<file path="src/rtl/spi_pkg.sv">
// Shared constants and types for the programmable SPI master.
package spi_pkg;

  // Avalon register addresses
  localparam logic [2:0] ADDR_CTRL   = 3'd0;
  localparam logic [2:0] ADDR_DIV    = 3'd1;
  localparam logic [2:0] ADDR_TXDATA = 3'd2;
  localparam logic [2:0] ADDR_RXDATA = 3'd3;
  localparam logic [2:0] ADDR_SS     = 3'd4;
  localparam logic [2:0] ADDR_STATUS = 3'd5;

  // CTRL bit positions
  localparam int unsigned CTRL_CPOL      = 0;
  localparam int unsigned CTRL_CPHA      = 1;
  localparam int unsigned CTRL_LSB_FIRST = 2;
  localparam int unsigned CTRL_IRQ_EN    = 3;
  localparam int unsigned CTRL_W         = 4;

  // STATUS bit positions
  localparam int unsigned STAT_BUSY = 0;
  localparam int unsigned STAT_DONE = 1;
  localparam int unsigned STAT_ERR  = 2;

  // Transfer sequencer states
  typedef enum logic [1:0] {
    IDLE  = 2'd0,
    SETUP = 2'd1,
    SHIFT = 2'd2,
    HOLD  = 2'd3
  } spi_state_e;

endpackage

</file>
<file path="src/rtl/spi_clk_gen.sv">
// SPI clock generator: divides clk by DIV+1 into ticks; while shifting, each
// tick is an sclk edge, classified as leading (away from CPOL) or trailing.
module spi_clk_gen #(
  parameter int unsigned DIV_WIDTH = 16
) (
  input  logic                 clk,
  input  logic                 reset_n,
  input  logic                 en_i,
  input  logic                 shift_i,
  input  logic                 cpol_i,
  input  logic [DIV_WIDTH-1:0] div_i,
  output logic                 tick_o,
  output logic                 lead_o,
  output logic                 trail_o,
  output logic                 sclk_o
);

  logic [DIV_WIDTH-1:0] cnt_q, cnt_d;
  logic                 sclk_q, sclk_d;

  // Divider count, edge strobes and next sclk level
  always_comb begin
    tick_o  = en_i && (cnt_q == div_i);
    lead_o  = tick_o && shift_i && (sclk_q == cpol_i);
    trail_o = tick_o && shift_i && (sclk_q != cpol_i);

    cnt_d = cnt_q;
    if (!en_i || tick_o) begin
      cnt_d = '0;
    end else begin
      cnt_d = cnt_q + 1'b1;
    end

    sclk_d = sclk_q;
    if (!en_i) begin
      sclk_d = cpol_i;
    end else if (lead_o || trail_o) begin
      sclk_d = ~sclk_q;
    end
  end

  // Divider and sclk registers
  always_ff @(posedge clk or negedge reset_n) begin
    if (!reset_n) begin
      cnt_q  <= '0;
      sclk_q <= 1'b0;
    end else begin
      cnt_q  <= cnt_d;
      sclk_q <= sclk_d;
    end
  end

  assign sclk_o = sclk_q;

endmodule

</file>
<file path="src/rtl/spi_master_cfg.sv">
// Avalon-MM programmable SPI master: configurable width, CPOL/CPHA, bit order,
// runtime divider, busy/done/error status and level interrupt.
module spi_master_cfg #(
  parameter int unsigned NUMBER_SLAVES = 1,
  parameter int unsigned DATA_WIDTH    = 32,
  parameter int unsigned DIV_WIDTH     = 16
) (
  input  logic                     clk,
  input  logic                     reset_n,
  output logic                     sclk,
  output logic                     mosi,
  input  logic                     miso,
  output logic [NUMBER_SLAVES-1:0] ss_n,
  output logic                     irq,
  input  logic [2:0]               avs_address,
  input  logic                     avs_read,
  output logic [31:0]              avs_readdata,
  input  logic                     avs_write,
  input  logic [31:0]              avs_writedata
);

  import spi_pkg::*;

  localparam int unsigned EDGES = 2 * DATA_WIDTH;
  localparam int unsigned EW    = $clog2(EDGES);
  localparam logic [EW-1:0] LAST_EDGE = EW'(EDGES - 1);

  spi_state_e                state_q, state_d;
  logic [CTRL_W-1:0]         ctrl_q, ctrl_d;
  logic [DIV_WIDTH-1:0]      div_q, div_d;
  logic [DATA_WIDTH-1:0]     tx_q, tx_d;
  logic [DATA_WIDTH-1:0]     rx_q, rx_d;
  logic [DATA_WIDTH-1:0]     tx_sh_q, tx_sh_d;
  logic [DATA_WIDTH-1:0]     rx_sh_q, rx_sh_d;
  logic [4:0]                ss_idx_q, ss_idx_d;
  logic [NUMBER_SLAVES-1:0]  ss_n_q, ss_n_d;
  logic [EW-1:0]             ec_q, ec_d;
  logic                      mosi_q, mosi_d;
  logic                      done_q, done_d;
  logic                      err_q, err_d;
  logic [31:0]               rdata_q, rdata_d;

  logic wr_en, busy, ss_wr, ss_bad, start;
  logic tick, lead, trail, sclk_int;
  logic cpha, lsb;
  logic drive, sample;

  // Access decode; a read in the same cycle drops the write
  always_comb begin
    wr_en  = avs_write && !avs_read;
    busy   = (state_q != IDLE);
    ss_wr  = wr_en && (avs_address == ADDR_SS) && !busy;
    ss_bad = ss_wr && (avs_writedata >= 32'(NUMBER_SLAVES));
    start  = ss_wr && !ss_bad;
    cpha   = ctrl_q[CTRL_CPHA];
    lsb    = ctrl_q[CTRL_LSB_FIRST];
  end

  spi_clk_gen #(
    .DIV_WIDTH (DIV_WIDTH)
  ) u_clk_gen (
    .clk     (clk),
    .reset_n (reset_n),
    .en_i    (busy),
    .shift_i (state_q == SHIFT),
    .cpol_i  (ctrl_d[CTRL_CPOL]),
    .div_i   (div_q),
    .tick_o  (tick),
    .lead_o  (lead),
    .trail_o (trail),
    .sclk_o  (sclk_int)
  );

  // Register file, transfer sequencer and read mux
  always_comb begin
    state_d  = state_q;
    ctrl_d   = ctrl_q;
    div_d    = div_q;
    tx_d     = tx_q;
    rx_d     = rx_q;
    tx_sh_d  = tx_sh_q;
    rx_sh_d  = rx_sh_q;
    ss_idx_d = ss_idx_q;
    ss_n_d   = ss_n_q;
    ec_d     = ec_q;
    mosi_d   = mosi_q;
    done_d   = done_q;
    err_d    = err_q;
    rdata_d  = rdata_q;
    drive    = 1'b0;
    sample   = 1'b0;

    // Configuration writes are frozen while a transfer is in flight
    if (wr_en && !busy) begin
      case (avs_address)
        ADDR_CTRL:   ctrl_d = avs_writedata[CTRL_W-1:0];
        ADDR_DIV:    div_d  = avs_writedata[DIV_WIDTH-1:0];
        ADDR_TXDATA: tx_d   = avs_writedata[DATA_WIDTH-1:0];
        default:     ;
      endcase
    end

    // Status clears first so that any set below takes priority
    if (wr_en && (avs_address == ADDR_STATUS)) begin
      if (avs_writedata[STAT_DONE]) done_d = 1'b0;
      if (avs_writedata[STAT_ERR])  err_d  = 1'b0;
    end
    if (avs_read && (avs_address == ADDR_RXDATA)) begin
      done_d = 1'b0;
    end
    if (ss_bad) begin
      err_d = 1'b1;
    end

    case (state_q)
      IDLE: begin
        if (start) begin
          state_d  = SETUP;
          ss_idx_d = avs_writedata[4:0];
          ss_n_d   = ~(NUMBER_SLAVES'(1) << avs_writedata[4:0]);
          done_d   = 1'b0;
          tx_sh_d  = tx_q;
          rx_sh_d  = '0;
          ec_d     = '0;
          if (!cpha) begin
            mosi_d = lsb ? tx_q[0] : tx_q[DATA_WIDTH-1];
          end
        end
      end
      SETUP: begin
        if (tick) begin
          state_d = SHIFT;
        end
      end
      SHIFT: begin
        // CPHA=0 has its first bit already on mosi, so the last trailing edge drives nothing
        drive  = cpha ? lead : (trail && (ec_q != LAST_EDGE));
        sample = cpha ? trail : lead;
        if (drive) begin
          if (cpha) begin
            mosi_d = lsb ? tx_sh_q[0] : tx_sh_q[DATA_WIDTH-1];
          end else begin
            mosi_d = lsb ? tx_sh_q[1] : tx_sh_q[DATA_WIDTH-2];
          end
          tx_sh_d = lsb ? (tx_sh_q >> 1) : (tx_sh_q << 1);
        end
        if (sample) begin
          rx_sh_d = lsb ? {miso, rx_sh_q[DATA_WIDTH-1:1]}
                        : {rx_sh_q[DATA_WIDTH-2:0], miso};
        end
        if (lead || trail) begin
          if (ec_q == LAST_EDGE) begin
            ec_d    = '0;
            state_d = HOLD;
          end else begin
            ec_d = ec_q + 1'b1;
          end
        end
      end
      HOLD: begin
        if (tick) begin
          state_d = IDLE;
          ss_n_d  = '1;
          done_d  = 1'b1;
          rx_d    = rx_sh_q;
        end
      end
      default: state_d = IDLE;
    endcase

    if (avs_read) begin
      rdata_d = '0;
      case (avs_address)
        ADDR_CTRL:   rdata_d[CTRL_W-1:0]     = ctrl_q;
        ADDR_DIV:    rdata_d[DIV_WIDTH-1:0]  = div_q;
        ADDR_TXDATA: rdata_d[DATA_WIDTH-1:0] = tx_q;
        ADDR_RXDATA: rdata_d[DATA_WIDTH-1:0] = rx_q;
        ADDR_SS:     rdata_d[4:0]            = ss_idx_q;
        ADDR_STATUS: rdata_d[2:0]            = {err_q, done_q, busy};
        default:     ;
      endcase
    end
  end

  // State and register storage
  always_ff @(posedge clk or negedge reset_n) begin
    if (!reset_n) begin
      state_q  <= IDLE;
      ctrl_q   <= '0;
      div_q    <= '0;
      tx_q     <= '0;
      rx_q     <= '0;
      tx_sh_q  <= '0;
      rx_sh_q  <= '0;
      ss_idx_q <= '0;
      ss_n_q   <= '1;
      ec_q     <= '0;
      mosi_q   <= 1'b0;
      done_q   <= 1'b0;
      err_q    <= 1'b0;
      rdata_q  <= '0;
    end else begin
      state_q  <= state_d;
      ctrl_q   <= ctrl_d;
      div_q    <= div_d;
      tx_q     <= tx_d;
      rx_q     <= rx_d;
      tx_sh_q  <= tx_sh_d;
      rx_sh_q  <= rx_sh_d;
      ss_idx_q <= ss_idx_d;
      ss_n_q   <= ss_n_d;
      ec_q     <= ec_d;
      mosi_q   <= mosi_d;
      done_q   <= done_d;
      err_q    <= err_d;
      rdata_q  <= rdata_d;
    end
  end

  assign sclk         = sclk_int;
  assign mosi         = mosi_q;
  assign ss_n         = ss_n_q;
  assign irq          = done_q && ctrl_q[CTRL_IRQ_EN];
  assign avs_readdata = rdata_q;

endmodule

</file>
<file path="config.mk">
export PLATFORM = sky130hd
export DESIGN_NAME = spi_master_cfg
export DESIGN_NICKNAME = d
export VERILOG_FILES = /design/src/rtl/spi_pkg.sv /design/src/rtl/spi_clk_gen.sv /design/src/rtl/spi_master_cfg.sv
export SDC_FILE = /design/constraint.sdc
export NUM_CORES = 1
export LEC_CHECK = 0
export CAP_MARGIN = 20
export CORE_ASPECT_RATIO = 1.5
export CORE_MARGIN = 2
export CORE_UTILIZATION = 40
export DETAILED_ROUTE_END_ITERATION = 8
export GPL_ROUTABILITY_DRIVEN = 1
export SYNTH_ARGS = -nofsm -noshare
export SYNTH_HDL_FRONTEND = slang
export SYNTH_SLANG_ARGS = --single-unit
</file>
<file path="constraint.sdc">
create_clock -name clk -period 2.92 [get_ports clk]
set_input_delay 0.584 -clock clk [delete_from_list [all_inputs] [get_ports clk]]
set_output_delay 0.584 -clock clk [all_outputs]
set_load 0.005 [all_outputs]
</file>
==> results by group <==
Floorplan
  – I/O pins: 76
  – Die ar.: around 28000 um^2
  – Vertical die dimension: a little over 200 um
  – Site Rows: just over 70
  – Area of the core: around 26000 um^2
  – Effective utilization at floorplan: 40.64%
  – Die Width: around 140 um

Clock network
  – Worst-skew pair later-pin latency: 520 ps
  – Clock Tree Root: sky130_fd_sc_hd__clkbuf_16
  – CTS tree: done
  – Number of buffers added for setup after CTS: 0
  – Number of buffers inserted for hold repair after clock tree synthesis: 0
  – Cts bufs inserted: 22
  – Resized cells post-CTS: 0
  – Register clock-pin slew on the reported worst setup and hold paths: roughly 60 ps
  – Max H-tree Level: 1
  – Number of sinks handled by clock tree synthesis: 214
  – Number of buffers between clock root and the deepest sink: 3

Critical path
  – Critical path's slowest cell: sky130_fd_sc_hd__or4_4
  – Element type at the critical path start: flip-flop
  – Category of the most critical setup path: reg2reg
  – Stage delay of the slowest cell on the critical path: 490 ps
  – WP data required: around 3300 ps
  – Largest fanout of any net on the critical path: 32
  – Count of buffer and inverter cells on the critical path: 1
  – Arrival time at the worst endpoint: between 3000 and 4000 ps
  – Critical path's top delay family: simple AND/OR/NAND/NOR gates
  – CP endpoint kind: flip-flop
  – Cell-by-cell listing of the critical path: inv_1 -> ha_1 -> and4bb_1 -> a22o_1 -> and3_4 -> or4_4 -> a21o_4 -> o2bb2ai_2

Power
  – Internal power contribution: ~5.3 mW
  – Part of the total power dissipated in sequential elements: a little under half
  – Reported net switching power: 1.881 mW
  – PD cells: approximately 580 nW/um^2
  – Clock network fraction of design power: between 30% and 40%
  – Fraction of power consumed by combinational cells: between 10% and 20%
  – Static leakage: around 5.4 nW
  – Peak ir drop on the vdd network: 0.3804 mV
  – Switching part of the total power: 26.04%
  – Total design power: 7.226 mW

Synth
  – Simple-gate share of the synthesized area: between 8 and 9%
  – Post-Synth XOR/XNOR Area: under 10%
  – Complex-gate fraction of the synthesized area: approximately 15%
  – Post-synthesis instance area: 10470 um^2
  – Share of synthesized area spent on multiplexers: 18.33%
  – Dominant cell type by area after synthesis: sky130_fd_sc_hd__dfrtp_1
  – Share of synthesized registers carrying an async set or reset: 100.0%
  – Count of unique library cells instantiated by Yosys: 65
  – Most used DFF post-synth: sky130_fd_sc_hd__dfrtp_1
  – Mean instance size in the synthesized netlist: about 12 um^2
  – Seq cells post-synth: around 210
  – Largest family of logic cells by synthesized area: multiplexers
  – Yosys warnings: 0
  – Number of enable-type register cells in the synthesized netlist: 0
  – Part of the Yosys area used for sequential elements: between 50% and 60%
  – Largest cells by area after synthesis: sky130_fd_sc_hd__dfrtp_1 51%, sky130_fd_sc_hd__mux2_2 14%, sky130_fd_sc_hd__o2bb2ai_2 4.3%
  – Share of synthesized cell area in full adder, half adder and majority cells: 0.7170%
  – Post-synthesis instance total: about 840
  – Fraction of synthesized cell area taken by the top area cell type: about half
  – Syn_nets: around 900

Routing
  – Vias per std cell: 5.542
  – Final WL: 25800 um
  – Total vias in the final route: 7122
  – DRT iter0 DRCs: roughly 270
  – DRT antenna net count: 0
  – Number of iterations in the first detailed-routing pass: 4
  – Routed len/inst: roughly 20 um
  – Post-detailed-route DRC marker count: 0

Global route
  – Gr ovfl total: 0
  – First-pass GRT wire length: between 40000 and 50000 um
  – GR Util All Layers: around a fifth
  – Via count of the first global-routing pass: 7472
  – Number of antenna violations at the first check in global routing: 0
  – Largest net degree at the start of global routing: 78

STA
  – Final Max Slew Viols: 0
  – Crit share post-route: 89.57%
  – Total setup violations reported at the end of the flow: 0
  – Slew Limit Headroom: between 50% and 60%
  – Clock period minus final worst setup slack: around 2600 ps
  – Fmax: around 380 MHz
  – Hold slack final: slightly below 60 ps
  – Worst Skew: around 12 ps
  – Final hold violation count: 0
  – Worst Setup Slack, final: 304.5 ps
  – Setup Total Neg Slack: 0 ps
  – Pin slew with the least headroom to its limit: slightly above 600 ps
  – RSZ-0062 raised after global routing: false

Final layout
  – Final standard cell count with taps included and fillers excluded: 1285
  – Net count reported at finish: between 900 and 1000
  – Area Growth Syn to Fin: 19.75%
  – Fill cell count: around 2400
  – Final instance area: about 13000 um^2
  – Utilization after layout: just under 50%
  – Share of final-layout standard cells stronger than drive strength 1: a little under 30%
  – Number of inserted diodes: 0

Outcome
  – Outcome: finished clean

Placement
  – Detailed-placement wirelength estimate: approximately 18000 um
  – Post-placement cell count: between 1000 and 1500
  – Cell area after placement: 11820 um^2
  – Number of buffers inserted by port buffering: 75
  – Pre-CTS setup slack: -150.4 ps
  – Routability-driven placement congestion ratio: slightly above 0.8

Flow run
  – Max-cap violations: 0

Min path
  – Hold WC Path Type: in2async
-- per-layer routing --
layer,track usage (%),vias to the layer above,wire (um)
li1,-,3332,-
met1,24.52,3635,10850
met2,34.21,116,13680
met3,1.931,39,697
met4,5.320,0,575
met5,0,-,0
-- flip-flops by register name (all words and copies together), names as in the netlist, 2 cells and up --
register,count
state_q,2
ec_q,6
tx_q,32
div_q,16
avs_readdata,32
rx_q,32
ss_idx_q,5
tx_sh_q,32
ctrl_q,4
u_clk_gen.cnt_q,16
rx_sh_q,32
-- power groups by stage --
stage / clock [mW] / sequential, mW / combinational [mW]
6_report: 2.82 / 3.43 / 0.978
5_1_grt: 3.01 / 3.45 / 1.07
4_1_cts: 2.89 / 3.43 / 0.995
3_5_place_dp: 0 / 3.49 / 0.987
3_3_place_gp: 0 / 3.48 / 0.976
2_1_floorplan: 0 / 3.36 / 0.675
-- placed cells by master (no fill, tap or decap), types with 7 or more instances in the layout --
cell	netlist	layout
sky130_fd_sc_hd__dfrtp_1	213	212
sky130_fd_sc_hd__mux2_2	127	127
sky130_fd_sc_hd__clkdlybuf4s50_1	0	73
sky130_fd_sc_hd__nor2_1	49	49
sky130_fd_sc_hd__buf_4	0	49
sky130_fd_sc_hd__mux2i_1	41	41
sky130_fd_sc_hd__o22ai_1	41	41
sky130_fd_sc_hd__a22oi_1	31	31
sky130_fd_sc_hd__a2bb2oi_1	31	31
sky130_fd_sc_hd__o2bb2ai_2	30	30
sky130_fd_sc_hd__a21oi_1	27	26
sky130_fd_sc_hd__clkbuf_16	0	22
sky130_fd_sc_hd__xor2_1	21	21
sky130_fd_sc_hd__nand2_1	20	20
sky130_fd_sc_hd__inv_1	17	17
sky130_fd_sc_hd__nand3_1	14	14
sky130_fd_sc_hd__and3_1	10	10
sky130_fd_sc_hd__xnor2_1	10	10
sky130_fd_sc_hd__o31ai_1	7	7
sky130_fd_sc_hd__o21ai_0	7	7
sky130_fd_sc_hd__and2_1	7	7
-- cells in the mapped netlist, types with 2 or more instances --
cell                        number
sky130_fd_sc_hd__a21oi_1        27
sky130_fd_sc_hd__a22o_1          2
sky130_fd_sc_hd__a22oi_1        31
sky130_fd_sc_hd__a2bb2oi_1      31
sky130_fd_sc_hd__a31oi_1         3
sky130_fd_sc_hd__and2_1          7
sky130_fd_sc_hd__and3_1         10
sky130_fd_sc_hd__buf_1           4
sky130_fd_sc_hd__buf_2           9
sky130_fd_sc_hd__buf_6           9
sky130_fd_sc_hd__buf_8           2
sky130_fd_sc_hd__clkbuf_1       35
sky130_fd_sc_hd__dfrtp_1       213
sky130_fd_sc_hd__ha_1            6
sky130_fd_sc_hd__inv_1          17
sky130_fd_sc_hd__mux2_2        127
sky130_fd_sc_hd__mux2i_1        41
sky130_fd_sc_hd__mux4_2          3
sky130_fd_sc_hd__nand2_1        20
sky130_fd_sc_hd__nand2b_1        3
sky130_fd_sc_hd__nand3_1        14
sky130_fd_sc_hd__nand4_1         3
sky130_fd_sc_hd__nor2_1         49
sky130_fd_sc_hd__nor2b_1         6
sky130_fd_sc_hd__nor3_1          6
sky130_fd_sc_hd__nor4_1          2
sky130_fd_sc_hd__nor4_2          2
sky130_fd_sc_hd__nor4_4          3
sky130_fd_sc_hd__o21a_1          2
sky130_fd_sc_hd__o21ai_0         7
sky130_fd_sc_hd__o22ai_1        41
sky130_fd_sc_hd__o2bb2ai_1       2
sky130_fd_sc_hd__o2bb2ai_2      30
sky130_fd_sc_hd__o31ai_1         7
sky130_fd_sc_hd__o32a_1          2
sky130_fd_sc_hd__or2_2           2
sky130_fd_sc_hd__or4_1           6
sky130_fd_sc_hd__xnor2_1        10
sky130_fd_sc_hd__xor2_1         21
-- worst paths after layout --
path                       slack, ps                            to                        start  depth (start not counted)
max in group asynchronous       2070              ss_n$_DFFE_PN1P_                      reset_n                          2
hold reg to reg                  490   avs_readdata[1]$_DFFE_PN0P_  avs_readdata[1]$_DFFE_PN0P_                          1
min in group clk                 490   avs_readdata[1]$_DFFE_PN0P_  avs_readdata[1]$_DFFE_PN0P_                          1
setup / recovery                 300       rx_sh_q[26]$_DFFE_PN0P_       state_q[0]$_DFFE_PN0P_                          8
setup reg to reg                 300       rx_sh_q[26]$_DFFE_PN0P_       state_q[0]$_DFFE_PN0P_                          8
hold / removal                    60  avs_readdata[29]$_DFFE_PN0P_                      reset_n                          1
-- final cells by class --
cell class,count,area (um^2),area share (%)
Timing Repair Buffer,130,1239,9.879
Clock inverter,11,121.4,0.9680
Clock buffer,29,596.8,4.760
Sequential cell,214,5358,42.73
Multi-Input combinational cell,551,4743,37.83
Inverter,17,63.81,0.5089
Tap cell,333,416.7,3.323
-- logic make-up (layout without fill, tap and decap cells) --
kind of cell / Yosys count / count (layout)
and+or+nand+nor: 148 / 148
DFF: 214 / 214
AOI/OAI and AO/OA: 194 / 194
muxes: 172 / 172
xor gates and xnor gates: 31 / 31
adders and majority gates: 6 / 6
buffers and inverters: 76 / 187
No activity file was read; power rests on OpenSTA's default activity.
